`src/rtl/io_pad_direction_arbiter_if.sv`:
```
// Purpose: bundles the requester, pad and status signals of io_pad_direction_arbiter.
// Latency: none; this is wiring only.
// Backpressure: none; a requester waits on its grant, and the arbiter never stalls.
interface io_pad_direction_arbiter_if;
    logic req_a;
    logic req_b;
    logic oe_a;
    logic oe_b;
    logic dout_a;
    logic dout_b;
    logic grant_a;
    logic grant_b;
    logic pad_o;
    logic pad_oe;
    logic pad_i;
    logic din;
    logic busy;

    // Requester and IO-cell side: drives requests, data and the pad input.
    modport master (
        output req_a, req_b, oe_a, oe_b, dout_a, dout_b, pad_i,
        input  grant_a, grant_b, pad_o, pad_oe, din, busy
    );

    // Arbiter side.
    modport slave (
        input  req_a, req_b, oe_a, oe_b, dout_a, dout_b, pad_i,
        output grant_a, grant_b, pad_o, pad_oe, din, busy
    );
endinterface

```
`src/rtl/io_pad_direction_arbiter.sv`:
```
// Purpose: arbitrates ownership of one bidirectional IO pad between requesters A and B, with turnaround gaps.
// Latency: a grant follows 1 cycle after the request is sampled; din lags pad_i by 1 cycle, or by 2 with IO_ARB_SYNC_EN.
// Backpressure: a waiting requester keeps req high until granted; the arbiter forces an owner off after MAX_HOLD cycles of contention.
module io_pad_direction_arbiter #(
    parameter int TA_CYCLES = 2,   // undriven cycles between owners, 1..15
    parameter int MAX_HOLD  = 16   // owner cycles allowed while the other side waits, 2..255
) (
    input  logic                         UserCLK,
    input  logic                         RST,
    io_pad_direction_arbiter_if.slave    bus
);

    localparam logic [1:0] ST_IDLE  = 2'd0;
    localparam logic [1:0] ST_OWN_A = 2'd1;
    localparam logic [1:0] ST_OWN_B = 2'd2;
    localparam logic [1:0] ST_TURN  = 2'd3;

    localparam logic [7:0] HOLD_LAST = 8'(MAX_HOLD - 1);
    localparam logic [3:0] TURN_LAST = 4'(TA_CYCLES - 1);

    logic [1:0] state;
    logic [1:0] state_nxt;
    logic [7:0] hold_cnt;
    logic [3:0] turn_cnt;
    logic       last_b;     // 1 when B was the most recent owner, so A wins the next tie
    logic       pick_a;
    logic       pick_b;
    logic       din_q;

    // Pick a winner from the current requests; ties go to the side not granted most recently.
    always_comb begin
        pick_a = bus.req_a && (!bus.req_b || last_b);
        pick_b = bus.req_b && (!bus.req_a || !last_b);
    end

    // Next-state logic: an owner leaves on release or on pre-emption, and TURN arbitrates only in its last cycle.
    always_comb begin
        state_nxt = state;
        case (state)
            ST_IDLE: begin
                if (pick_a) begin
                    state_nxt = ST_OWN_A;
                end else if (pick_b) begin
                    state_nxt = ST_OWN_B;
                end
            end
            ST_OWN_A: begin
                if (!bus.req_a || (bus.req_b && (hold_cnt == HOLD_LAST))) begin
                    state_nxt = ST_TURN;
                end
            end
            ST_OWN_B: begin
                if (!bus.req_b || (bus.req_a && (hold_cnt == HOLD_LAST))) begin
                    state_nxt = ST_TURN;
                end
            end
            default: begin
                if (turn_cnt == TURN_LAST) begin
                    if (pick_a) begin
                        state_nxt = ST_OWN_A;
                    end else if (pick_b) begin
                        state_nxt = ST_OWN_B;
                    end else begin
                        state_nxt = ST_IDLE;
                    end
                end
            end
        endcase
    end

    // State register and round-robin pointer; the pointer moves whenever a new owner is granted.
    always_ff @(posedge UserCLK or posedge RST) begin
        if (RST) begin
            state  <= ST_IDLE;
            last_b <= 1'b1;
        end else begin
            state <= state_nxt;
            if ((state_nxt == ST_OWN_A) && (state != ST_OWN_A)) begin
                last_b <= 1'b0;
            end else if ((state_nxt == ST_OWN_B) && (state != ST_OWN_B)) begin
                last_b <= 1'b1;
            end
        end
    end

    // Hold and turn counters: cleared on every state change, hold saturates so lone owners keep the pad.
    always_ff @(posedge UserCLK or posedge RST) begin
        if (RST) begin
            hold_cnt <= '0;
            turn_cnt <= '0;
        end else if (state_nxt != state) begin
            hold_cnt <= '0;
            turn_cnt <= '0;
        end else begin
            if (((state == ST_OWN_A) || (state == ST_OWN_B)) && (hold_cnt != HOLD_LAST)) begin
                hold_cnt <= hold_cnt + 8'd1;
            end
            if (state == ST_TURN) begin
                turn_cnt <= turn_cnt + 4'd1;
            end
        end
    end

`ifdef IO_ARB_SYNC_EN
    logic pad_i_meta;

    // Two-flop synchronizer for a pad input that may be asynchronous to UserCLK.
    always_ff @(posedge UserCLK or posedge RST) begin
        if (RST) begin
            pad_i_meta <= 1'b0;
            din_q      <= 1'b0;
        end else begin
            pad_i_meta <= bus.pad_i;
            din_q      <= pad_i_meta;
        end
    end
`else
    // Single capture register for the pad input, running in every state.
    always_ff @(posedge UserCLK or posedge RST) begin
        if (RST) begin
            din_q <= 1'b0;
        end else begin
            din_q <= bus.pad_i;
        end
    end
`endif

    // Grants come straight from the state register, so reset drops them and the pad drive at once.
    assign bus.grant_a = (state == ST_OWN_A);
    assign bus.grant_b = (state == ST_OWN_B);
    assign bus.pad_oe  = (bus.grant_a && bus.oe_a) || (bus.grant_b && bus.oe_b);
    assign bus.pad_o   = (bus.grant_a && bus.oe_a && bus.dout_a) ||
                         (bus.grant_b && bus.oe_b && bus.dout_b);
    assign bus.busy    = (state != ST_IDLE);
    assign bus.din     = din_q;

endmodule

```
`src/flat_wrapper.sv`:
```
// flat-port wrapper written by rule: the top's interface ports become plain ports
module io_pad_direction_arbiter_flat 
#(
    parameter int TA_CYCLES = 2,                                           
    parameter int MAX_HOLD  = 16                                                             
)
  (UserCLK, RST, bus_req_a, bus_req_b, bus_oe_a, bus_oe_b, bus_dout_a, bus_dout_b, bus_pad_i, bus_grant_a, bus_grant_b, bus_pad_o, bus_pad_oe, bus_din, bus_busy);
  io_pad_direction_arbiter_if bus_i ();
  input  logic UserCLK;
  input  logic RST;
  input wire logic [$bits(bus_i.req_a)-1:0] bus_req_a;
  input wire logic [$bits(bus_i.req_b)-1:0] bus_req_b;
  input wire logic [$bits(bus_i.oe_a)-1:0] bus_oe_a;
  input wire logic [$bits(bus_i.oe_b)-1:0] bus_oe_b;
  input wire logic [$bits(bus_i.dout_a)-1:0] bus_dout_a;
  input wire logic [$bits(bus_i.dout_b)-1:0] bus_dout_b;
  input wire logic [$bits(bus_i.pad_i)-1:0] bus_pad_i;
  output wire logic [$bits(bus_i.grant_a)-1:0] bus_grant_a;
  output wire logic [$bits(bus_i.grant_b)-1:0] bus_grant_b;
  output wire logic [$bits(bus_i.pad_o)-1:0] bus_pad_o;
  output wire logic [$bits(bus_i.pad_oe)-1:0] bus_pad_oe;
  output wire logic [$bits(bus_i.din)-1:0] bus_din;
  output wire logic [$bits(bus_i.busy)-1:0] bus_busy;
  assign bus_i.req_a = bus_req_a;
  assign bus_i.req_b = bus_req_b;
  assign bus_i.oe_a = bus_oe_a;
  assign bus_i.oe_b = bus_oe_b;
  assign bus_i.dout_a = bus_dout_a;
  assign bus_i.dout_b = bus_dout_b;
  assign bus_i.pad_i = bus_pad_i;
  assign bus_grant_a = bus_i.grant_a;
  assign bus_grant_b = bus_i.grant_b;
  assign bus_pad_o = bus_i.pad_o;
  assign bus_pad_oe = bus_i.pad_oe;
  assign bus_din = bus_i.din;
  assign bus_busy = bus_i.busy;
  io_pad_direction_arbiter #(.TA_CYCLES(TA_CYCLES), .MAX_HOLD(MAX_HOLD)) u_core (.UserCLK(UserCLK), .RST(RST), .bus(bus_i));
endmodule
```
`config.mk`:
```
export PLATFORM = sky130hd
export DESIGN_NAME = io_pad_direction_arbiter_flat
export DESIGN_NICKNAME = d
export VERILOG_FILES = /design/src/rtl/io_pad_direction_arbiter_if.sv /design/src/rtl/io_pad_direction_arbiter.sv /design/src/flat_wrapper.sv
export SDC_FILE = /design/constraint.sdc
export NUM_CORES = 1
export LEC_CHECK = 0
export ABC_AREA = 1
export BUFFER_PORTS_ARGS = -buffer_cell sky130_fd_sc_hd__buf_2
export CAP_MARGIN = 30
export CORE_MARGIN = 2
export CORE_UTILIZATION = 58
export CTS_BUF_LIST = sky130_fd_sc_hd__clkbuf_2 sky130_fd_sc_hd__clkbuf_4 sky130_fd_sc_hd__clkbuf_8
export CTS_CLUSTER_DIAMETER = 30
export DETAILED_ROUTE_END_ITERATION = 16
export PLACE_DENSITY = 0.82
export SLEW_MARGIN = 40
export SYNTH_ARGS = -nofsm -noshare
export SYNTH_HDL_FRONTEND = slang
export SYNTH_SLANG_ARGS = --single-unit
```
`constraint.sdc`:
```
create_clock -name UserCLK -period 1.8 [get_ports UserCLK]
set_input_delay 0.18 -clock UserCLK [delete_from_list [all_inputs] [get_ports UserCLK]]
set_output_delay 0.18 -clock UserCLK [all_outputs]
set_load 0.03 [all_outputs]
```
==> metrics.cfg, run 1 <==
[outcome]
status=finished clean

[setup_path]
arrival_ns=1.97
worstSetupStartpointType=flip-flop
cp-end-kind=flip-flop
crit_type=flip-flop to flip-flop
cp.required_ns=1.99
critPathMaxFanout=6

[floorplanning]
die_area_um2=2200
coreArea_um2=1730
initial_core_util_pct=61.9
rows=15
die_y_um=46.9
chipWidth_um=46.9
ios=15

[cts]
h-tree-depth=1
cts_tree=yes
numCtsBuffers=3
insertion_delay_ns=0.29
clockBufferDepth=2
clkTransAtPathRegs_ns=0.10
clock-sinks=16
cts_root_buf=clkbuf_4

[timing]
fin_crit_ns=1.78
worstMarginPinSlew_ns=0.622
slew_violations=0
fin_skew_ns=0.00382
holdWs_ns=0.447
rsz0062_at_grt=true
fin_crit_sh_pct=98.8
max_slew_margin_pct=58.5
setup_viol=0
hold_viol_final=0
fmax_mhz=562

[final_layout]
final_cell_area_um2=1340
antennaDiodeCount=0
drive_gt1_share_pct=37.5
area_growth_pct=24.9
fillers=124
nNetsFinal=177
layoutNonFillerInstCount=185

[drt]
dr_wl_met3_um=153
via_per_inst=5.31
vias=983
postRouteAntennaNets=0
drt_iter0_drc=33
drc_errors=0
drt-met1-wl_um=1080
dr.pass1.iters=4
finalWirelength_um=2480
wl_per_cell_um=13.4
top_layer_used=met4
wl_met2_um=1230

[place]
dp_cells=175
place_congestion=0.844
hpwl_um=1640
port_buffers=14
placed_area_um2=1190

[synth]
synth_xor_area_share_pct=4.92
synth-compound-area-share_pct=5.39
synth_warnings=0
synth_cells=135
synth_most_common_cell=nand2_1
syn-cell-area_um2=1070
synthTopCellsByArea=dfrtp_1, nand2_1, ha_1
yosys.area_share.simple_pct=36.1
synth_flop_cell=dfrtp_1
syn_avg_cell_area_um2=7.92
yosys.area.top_type=dfrtp_1
async_flop_share_pct=100
synth_top_family_by_area=simple AND/OR/NAND/NOR gates
yosys-top-cells-count=nand2_1, dfrtp_1, inv_1
synth_top_area_share_pct=35.1
synth_edf_count=0
synth_nets=151
synth_mux_area_share_pct=0
ys_seq_area_share_pct=37.6
synthAdderAreaFrac_pct=8.20
synth-seq-cells=16
yosysUniqueCellTypes=25

[global_route]
grt_usage_pct=22.4
grt_pass1_wl_um=3390
overflow=0
grt_max_degree=17
first_global_vias=818
antenna_found_initial=0

[worst_hold_path]
hold_path_class=primary input to flip-flop

[pwr]
power.density_nw_per_um2=1740
p_leak_nw=0.648
vdd_drop_max_mv=1.13

[flow_run]
maxCapViolCount=0

[worst paths after layout]
check / startpoint / to / slack (ns) / cells past startpoint
hold reg to reg: u_core.last_b / u_core.last_b / 0.55 / 2
setup / recovery: u_core.hold_cnt[1] / u_core.turn_cnt[0] / 0.02 / 13
setup reg to reg: u_core.hold_cnt[1] / u_core.turn_cnt[0] / 0.02 / 13
hold / removal: bus_req_b / u_core.state[1] / 0.45 / 7
max in group asynchronous: RST / u_core.state[1] / 0.85 / 3
min in group asynchronous: RST / u_core.hold_cnt[7] / 0.51 / 3
[per-stage QoR]
step | setup TNS, ns | total power [W] | utilization, % | setup WS, ns
detailed placement | 0 | 0.00178 | 68.7 | 0.0403
floorplan | 0 | 0.00146 | - | 0.0348
global route | -0.657 | 0.00248 | 77.3 | -0.0727
CTS | 0 | 0.00201 | 71.7 | 0.0442
global placement | 0 | 0.00175 | 68.7 | 0.0748
finish | 0 | 0.00233 | 77.3 | 0.0208
[flip-flops by register name, indices dropped and copies added (netlist names)]
signal           flops
u_core.bus.din       1
u_core.state         2
u_core.hold_cnt      8
u_core.turn_cnt      4
u_core.last_b        1
[where the power goes]
part | switching (W) | internal [W]
clock network | 0.000119 | 0.000101
registers | 0.0000993 | 0.000445
logic | 0.000919 | 0.000645
total | 0.00114 | 0.00119
[timing repair]
item	in CTS	in global routing
gates resized for setup	1	15
cloned	0	1
setup endpoints to repair	1	14
pin swaps	0	8
endpoints found under the hold margin	16	0
hold buffers	2	0
setup buffers	0	3
[routing by layer]
layer / up-vias / global-route usage (%)
met5: - / 0
met4: 0 / 11.7
met3: 4 / 3.46
met2: 45 / 36.7
met1: 453 / 28.5
li1: 481 / -
[area by class of cell]
| type | instances | area, µm² | share of cell area, % |
|---|---|---|---|
| timing repair buffer | 23 | 173 | 12.9 |
| sequential | 16 | 404 | 30.3 |
| clock buffer | 4 | 30.0 | 2.25 |
| multi-input combinational | 100 | 629 | 47.1 |
| inverter | 17 | 67.6 | 5.06 |
| tap | 25 | 31.3 | 2.34 |
[layout by cell type (no fill, tap or decap), types with 2 or more instances in the layout]
master         netlist  final
a21oi_1              3      2
buf_2                0     14
buf_4                1      5
clkbuf_4             0      4
dfrtp_1             15     13
dfrtp_2              0      2
dlygate4sd3_1        0      2
ha_1                 7      6
inv_1               15     13
inv_2                1      2
nand2_1             34     30
nand2_2              3      6
nand2_4              1      2
nand3_1              7      7
nand3_2              3      3
nand4_1              5      5
nor2_1               8      8
nor2_2              14     11
nor2_4               0      3
o21ai_0              3      3
o21ai_1              2      2
xnor2_1              3      3
xor2_1               3      3
[logic make-up (layout without fill, tap and decap cells)]
| group | count (synthesis) | in the layout |
|---|---|---|
| xor+xnor | 6 | 6 |
| buf+inv | 19 | 44 |
| simple gates | 77 | 77 |
| fa+ha+maj | 7 | 7 |
| compound gates | 10 | 10 |
| flops | 16 | 16 |
[worst max-delay path, stage by stage, from the launching register on]
cell and delay (ns):
dfrtp_1 0.44, ha_4 0.19, nand2_4 0.05, nor2_4 0.13
nand4_1 0.12, nand2_1 0.09, nand2_1 0.06, nand2_2 0.08
nand2_2 0.05, nand2_1 0.07, nand2_1 0.07, nand3_2 0.12
clkbuf_16 0.18, nor2_2 0.03
No activity file was read; power rests on OpenSTA's default activity.
==> run 2: changes to the inputs <==
--- a/config.mk
+++ b/config.mk
@@ -5,15 +5,15 @@
 export SDC_FILE = /design/constraint.sdc
 export NUM_CORES = 1
 export LEC_CHECK = 0
-export ABC_AREA = 1
 export BUFFER_PORTS_ARGS = -buffer_cell sky130_fd_sc_hd__buf_2
 export CAP_MARGIN = 30
 export CORE_MARGIN = 2
-export CORE_UTILIZATION = 58
+export CORE_UTILIZATION = 59
 export CTS_BUF_LIST = sky130_fd_sc_hd__clkbuf_2 sky130_fd_sc_hd__clkbuf_4 sky130_fd_sc_hd__clkbuf_8
 export CTS_CLUSTER_DIAMETER = 30
 export DETAILED_ROUTE_END_ITERATION = 16
 export PLACE_DENSITY = 0.82
+export SKIP_CTS_REPAIR_TIMING = 1
 export SLEW_MARGIN = 40
 export SYNTH_ARGS = -nofsm -noshare
 export SYNTH_HDL_FRONTEND = slang
==> run 2 against run 1 <==
Critical path depth is 5 lower. Clock skew is 0.0011 ns higher. Non-clock buffer count is 12 higher. Wire length is 30% higher. Register-to-register slack worse by 0.15 ns. Synthesized area is 11% higher. The run now ends with negative hold slack, negative setup slack left. Clock power is 10% higher. Hold slack worse by 0.50 ns. Sequential share of layout area is 5.0 points lower. Power is 27% higher. First-iteration DRC count is 24% lower. Highest routed layer unchanged. Core utilization is 5.6 points higher. Critical path type unchanged.
==> metrics.cfg, run 2 <==
[outcome]
status=finished with violations
violations=negative hold slack, negative setup slack

[worst_hold_path]
hold_path_class=primary input to asynchronous set/reset pin

[timing]
max_slew_margin_pct=59.0  ; +0.57 points
fmax_mhz=517  ; -8.0%
fin_crit_sh_pct=107  ; +8.6 points
hold_viol_final=15  ; +15
rsz0062_at_grt=true
holdWs_ns=-0.0553  ; -0.502 ns
setup_viol=13  ; +13
fin_skew_ns=0.00496  ; +0.00114 ns
setup_slack_ns=-0.134  ; -0.155 ns
worstMarginPinSlew_ns=0.614  ; -0.00856 ns
slew_violations=0  ; unchanged
fin_crit_ns=1.93  ; +0.155 ns

[pwr]
power.density_nw_per_um2=1850  ; +6.3%
p_leak_nw=0.690  ; +6.4%
vdd_drop_max_mv=1.50  ; +33%

[drt]
drt_iter0_drc=25  ; -24%
dr.pass1.iters=4  ; unchanged
postRouteAntennaNets=0  ; unchanged
wl_per_cell_um=18.0  ; +34%
drc_errors=0  ; unchanged
via_per_inst=6.17  ; +16%
vias=1110  ; +13%
finalWirelength_um=3230  ; +30%

[global_route]
grt_max_degree=17  ; unchanged
grt_usage_pct=28.2  ; +5.9 points
overflow=0  ; unchanged
antenna_found_initial=0  ; unchanged
grt_pass1_wl_um=5150  ; +52%
first_global_vias=1123  ; +37%

[cts]
clkTransAtPathRegs_ns=0.10  ; about the same
h-tree-depth=1  ; unchanged
insertion_delay_ns=0.29  ; about the same
numCtsBuffers=3  ; unchanged
cts_root_buf=clkbuf_4
cts_tree=yes
clock-sinks=16  ; unchanged
clockBufferDepth=2  ; unchanged

[synth]
synthTopCellsByArea=dfrtp_1, nor3_2, ha_1
syn_avg_cell_area_um2=9.96  ; +26%
synth_most_common_cell=dfrtp_1
synthAdderAreaFrac_pct=7.39  ; -0.80 points
yosys-top-cells-count=dfrtp_1, nor3_2
synth_cells=119  ; -12%
synth-compound-area-share_pct=17.7  ; +12 points
synth_warnings=0  ; unchanged
synth_top_family_by_area=simple AND/OR/NAND/NOR gates
yosys.area.top_type=dfrtp_1
synth_flop_cell=dfrtp_1
synth_edf_count=0  ; unchanged
synth_mux_area_share_pct=0.845  ; +0.84 points
ys_seq_area_share_pct=33.9  ; -3.7 points
synth_xor_area_share_pct=5.91  ; +1.0 points
synth_nets=135  ; -11%
async_flop_share_pct=100  ; unchanged
synth_top_area_share_pct=31.7  ; -3.4 points
yosys.area_share.simple_pct=27.5  ; -8.6 points
yosysUniqueCellTypes=44  ; +76%
synth-seq-cells=16  ; unchanged
syn-cell-area_um2=1180  ; +11%

[setup_path]
critPathMaxFanout=12  ; +6
crit_type=flip-flop to flip-flop
crit_start=u_core.state[1]
arrival_ns=2.12  ; +0.15 ns
cp-end-kind=flip-flop
r2r-start=u_core.state[1]
worstSetupStartpointType=flip-flop
cp.required_ns=1.98  ; about the same

[place]
port_buffers=14  ; unchanged
hpwl_um=2170  ; +33%
dp_cells=175  ; unchanged
place_congestion=0.911  ; +7.9%

[final_layout]
largest_reg_flops=8  ; unchanged
antennaDiodeCount=0  ; unchanged
layoutNonFillerInstCount=180  ; -2.7%
nNetsFinal=170  ; -4.0%
reg_top3=u_core.hold_cnt (8), u_core.turn_cnt (4), u_core.state (2)
final_cell_mix=buf_4, dfrtp_1, buf_2, nor3_2, nand2_1
area_growth_pct=34.5
fillers=117  ; -5.6%
final_common_cell=buf_4
regMostFlops=u_core.hold_cnt
drive_gt1_share_pct=49.0  ; +12 points
final_util_pct=82.9  ; +5.6 points

[floorplanning]
coreArea_um2=1920  ; +11%
die_y_um=48.8  ; +4.0%
die_area_um2=2380  ; +8.2%
initial_core_util_pct=61.7  ; -0.23 points
ios=15  ; unchanged
chipWidth_um=48.8  ; +4.0%
rows=16  ; +1

[flow_run]
maxCapViolCount=0  ; unchanged

run 2: stage by stage:
| step | setup WS (ns) | power [W] | hold WS, ns | area, µm² | setup TNS, ns |
|---|---|---|---|---|---|
| global route | -0.205 | 0.00314 | 0.0151 | 1590 | -2.33 |
| floorplan | -0.0529 | 0.00178 | 0.0930 | 1220 | -0.529 |
| CTS | -0.113 | 0.00270 | -0.0399 | 1480 | -1.36 |
| global placement | -0.0737 | 0.00237 | 0.262 | 1450 | -0.111 |
| finish | -0.134 | 0.00296 | -0.0553 | 1590 | -1.57 |
| detailed placement | -0.0553 | 0.00245 | 0.282 | 1450 | -0.659 |
run 2: power breakdown:
group	internal, W	switching (W)
sequential	0.000441	0.0000851
combinational	0.000987	0.00120
clock	0.000123	0.000119
total	0.00155	0.00140
run 2: worst paths after layout:
check	endpoint	slack, ns	cells after the start
setup / recovery	u_core.hold_cnt[7]	-0.13	8
hold / removal	u_core.state[1]	-0.06	2
setup reg to reg	u_core.hold_cnt[7]	-0.13	8
hold reg to reg	u_core.last_b	0.59	1
max in group asynchronous	u_core.state[0]	1.43	2
min in group UserCLK	u_core.state[1]	0.38	4
run 2: final cells by class:
cell class / instances / area (µm²) / share of cell area (%)
sequential: 16 / 403 / 25.3
timing repair buffer: 35 / 262 / 16.4
tap: 27 / 33.8 / 2.12
inverter: 8 / 37.5 / 2.35
multi-input combinational: 90 / 822 / 51.6
clock buffer: 4 / 36.3 / 2.28
run 2: per-layer routing:
layer  share of wire (%)  vias to the layer above  GRT usage [%]
li1                    -                      512              -
met1                  42                      540           37.7
met2                  50                       47           43.4
met3                 5.4                       11           4.91
met4                 2.4                        0           16.2
met5                   0                        -              0
run 2: cell families (layout without fill, tap and decap cells):
family          after synthesis  after routing
compound gates               27             27
xor+xnor                      8              8
fa+ha+maj                     7              7
buf+inv                      13             47
flops                        16             16
mux                           1              1
simple gates                 47             47
run 2: critical path, cell delays in order (launching register included):
cell,delay (ns)
dfrtp_1,0.43
buf_4,0.16
ha_4,0.18
buf_6,0.11
nand4_1,0.18
a311oi_2,0.34
a31o_2,0.18
buf_12,0.16
nor3_2,0.06
==> run 3: changes to the inputs <==
--- a/config.mk
+++ b/config.mk
@@ -8,11 +8,11 @@
 export BUFFER_PORTS_ARGS = -buffer_cell sky130_fd_sc_hd__buf_2
 export CAP_MARGIN = 30
 export CORE_MARGIN = 2
-export CORE_UTILIZATION = 59
+export CORE_UTILIZATION = 53
 export CTS_BUF_LIST = sky130_fd_sc_hd__clkbuf_2 sky130_fd_sc_hd__clkbuf_4 sky130_fd_sc_hd__clkbuf_8
 export CTS_CLUSTER_DIAMETER = 30
 export DETAILED_ROUTE_END_ITERATION = 16
-export PLACE_DENSITY = 0.82
+export PLACE_DENSITY = 0.78
 export SKIP_CTS_REPAIR_TIMING = 1
 export SLEW_MARGIN = 40
 export SYNTH_ARGS = -nofsm -noshare
==> constraint.sdc (replaced) <==
create_clock -name UserCLK -period 1.58 [get_ports UserCLK]
set_input_delay 0.158 -clock UserCLK [delete_from_list [all_inputs] [get_ports UserCLK]]
set_output_delay 0.158 -clock UserCLK [all_outputs]
set_load 0.03 [all_outputs]
==> run 3 against run 2 <==
The flow finishes with violations (negative setup slack). Critical path type unchanged. Global-route usage down 2.9 points. Combinational power up 35%. Critical path depth unchanged. Sequential share of layout area down 3.2 points. Largest cell class unchanged. Sequential power up 10%. Register-to-register slack worse by 0.16 ns. Cell count up 14%. Design area up 15%.
==> metrics.cfg, run 3 (same netlist as run 2, synthesis figures left out) <==
[drt]
wl_per_cell_um=17.4  ; -3.1%
via_per_inst=5.94  ; -3.7%
finalWirelength_um=3570  ; +10%
drt_iter0_drc=23  ; -8.0%
postRouteAntennaNets=0  ; unchanged
wl_met2_um=1870  ; +15%
vias=1218  ; +9.7%
dr_wl_met3_um=215  ; +24%
top_layer_used=met4
dr.pass1.iters=4  ; unchanged
drt-met1-wl_um=1300  ; -4.5%
drc_errors=0  ; unchanged

[cts]
h-tree-depth=1  ; unchanged
numCtsBuffers=3  ; unchanged
cts_root_buf=clkbuf_4
clock-sinks=16  ; unchanged
clockBufferDepth=2  ; unchanged
insertion_delay_ns=0.30  ; about the same
clkTransAtPathRegs_ns=0.09  ; about the same
cts_tree=yes

[global_route]
first_global_vias=1137  ; +1.2%
grt_max_degree=17  ; unchanged
grt_usage_pct=25.3  ; -2.9 points
antenna_found_initial=0  ; unchanged
grt_pass1_wl_um=4830  ; -6.2%
overflow=0  ; unchanged

[final_layout]
nNetsFinal=194  ; +14%
largest_reg_flops=8  ; unchanged
final_common_cell=buf_4
drive_gt1_share_pct=57.1  ; +8.0 points
final_cell_mix=buf_4, dfrtp_1, buf_2, nor3_2
antennaDiodeCount=0  ; unchanged
area_growth_pct=54.1
reg_top3=u_core.hold_cnt (8), u_core.turn_cnt (4), u_core.state (2)
regMostFlops=u_core.hold_cnt

[timing]
holdWs_ns=0.455  ; +0.510 ns
max_slew_margin_pct=58.7  ; -0.30 points
setup_viol=17  ; +4
fin_crit_sh_pct=119  ; +11 points
hold_viol_final=0  ; -15
fin_skew_ns=0.00229  ; -0.00267 ns
setup_slack_ns=-0.296  ; -0.162 ns
fmax_mhz=533  ; +3.1%
fin_crit_ns=1.88  ; -0.0580 ns
slew_violations=0  ; unchanged
tns_ns=-3.63  ; -2.06 ns
rsz0062_at_grt=true
worstMarginPinSlew_ns=0.618  ; +0.00447 ns

[setup_path]
crit_type=flip-flop to flip-flop
slowest_stage=dfrtp_1
critPathMaxFanout=4  ; -8
r2r-start=u_core.state[0]
r2r-end=u_core.last_b
arrival_ns=2.12  ; about the same
cp.required_ns=1.82  ; -0.16 ns
crit_top_cell=buf_4
worstSetupStartpointType=flip-flop
cp-end-kind=flip-flop
endpoint=u_core.last_b
crit_path_max_incr_delay_ns=0.43  ; about the same
rrSetupSlack_ns=-0.30  ; -0.16 ns
r2r_cells=8  ; unchanged
crit_start=u_core.state[0]
crit_chain=inv_2 > ha_4 > buf_4 > nand4_1 > buf_4 > a32oi_4 > o211ai_1 > o21a_1

[floorplanning]
die_y_um=51.3  ; +5.0%
rows=17  ; +1
chipWidth_um=51.3  ; +5.0%
ios=15  ; unchanged
coreArea_um2=2170  ; +13%
initial_core_util_pct=54.6  ; -7.0 points
die_area_um2=2630  ; +10%

[pwr]
p_comb_share_pct=77.3  ; +3.3 points
total_power_w=0.00381  ; +29%
clock_power_share_pct=7.4  ; -0.8 points
vdd_drop_max_mv=1.75  ; +16%
p_int_w=0.00207  ; +33%
p_leak_nw=0.833  ; +21%
power.density_nw_per_um2=2090  ; +13%
switching_share_pct=45.7  ; -1.8 points
sequentialPowerShare_pct=15.2  ; -2.6 points
p_sw_w=0.00174  ; +24%

[worst_hold_path]
hold_path_class=primary input to flip-flop
holdPathStages=5

[place]
dp_slack_ns=-0.296  ; -0.240 ns
hpwl_um=2380  ; +9.7%
place_congestion=0.916  ; +0.56%
port_buffers=14  ; unchanged

[outcome]
violations=negative setup slack
status=finished with violations

[flow_run]
maxCapViolCount=0  ; unchanged

## run 3: layout make-up
cell class,count,area [µm²]
clock buffers,4,36.3
well taps,28,35.0
multi-input cells,90,861
repair buffers,59,453
fillers,124,344
flip-flops and latches,16,403
inverters,8,37.5
## run 3: worst min path at each step
stage                    from              end  slack (ns)
floorplan                 RST   u_core.bus.din        0.07
global placement          RST   u_core.bus.din        0.24
detailed placement        RST   u_core.bus.din        0.26
CTS                       RST   u_core.bus.din       -0.06
global route        bus_req_b  u_core.state[1]        0.46
finish              bus_req_b  u_core.state[1]        0.46
## run 3: layer usage
layer	GRT usage [%]	vias to the layer above
met5	0	-
met2	48.3	54
met1	27.3	589
li1	-	554
met3	2.92	21
met4	12.3	0
## run 3: critical path: cells and delay by family, from the launching register on
kind                     cells  cell delay [ns]
AND/OR/NAND/NOR              1             0.13
adder cells (fa/ha/maj)      1             0.19
AO/OA/AOI/OAI                3             0.62
flip-flops                   1             0.43
buffers and inverters        3             0.45
## run 3: power groups by stage
stage	combinational [W]	clock (W)	sequential, W
after floorplan	0.00144	0	0.000589
after global placement	0.00227	0	0.000565
after detailed placement	0.00233	0	0.000571
after CTS	0.00234	0.000284	0.000563
after global routing	0.00311	0.000302	0.000587
final	0.00295	0.000284	0.000580
## run 3: through the flow
| step | utilization, % | area [µm²] | std cells |
|---|---|---|---|
| after floorplan | - | 1220 | 119 |
| after global placement | 73.1 | 1590 | 196 |
| after detailed placement | 73.1 | 1590 | 196 |
| after CTS | 74.7 | 1620 | 200 |
| after global routing | 84.1 | 1830 | 205 |
| final | 84.1 | 1830 | 205 |
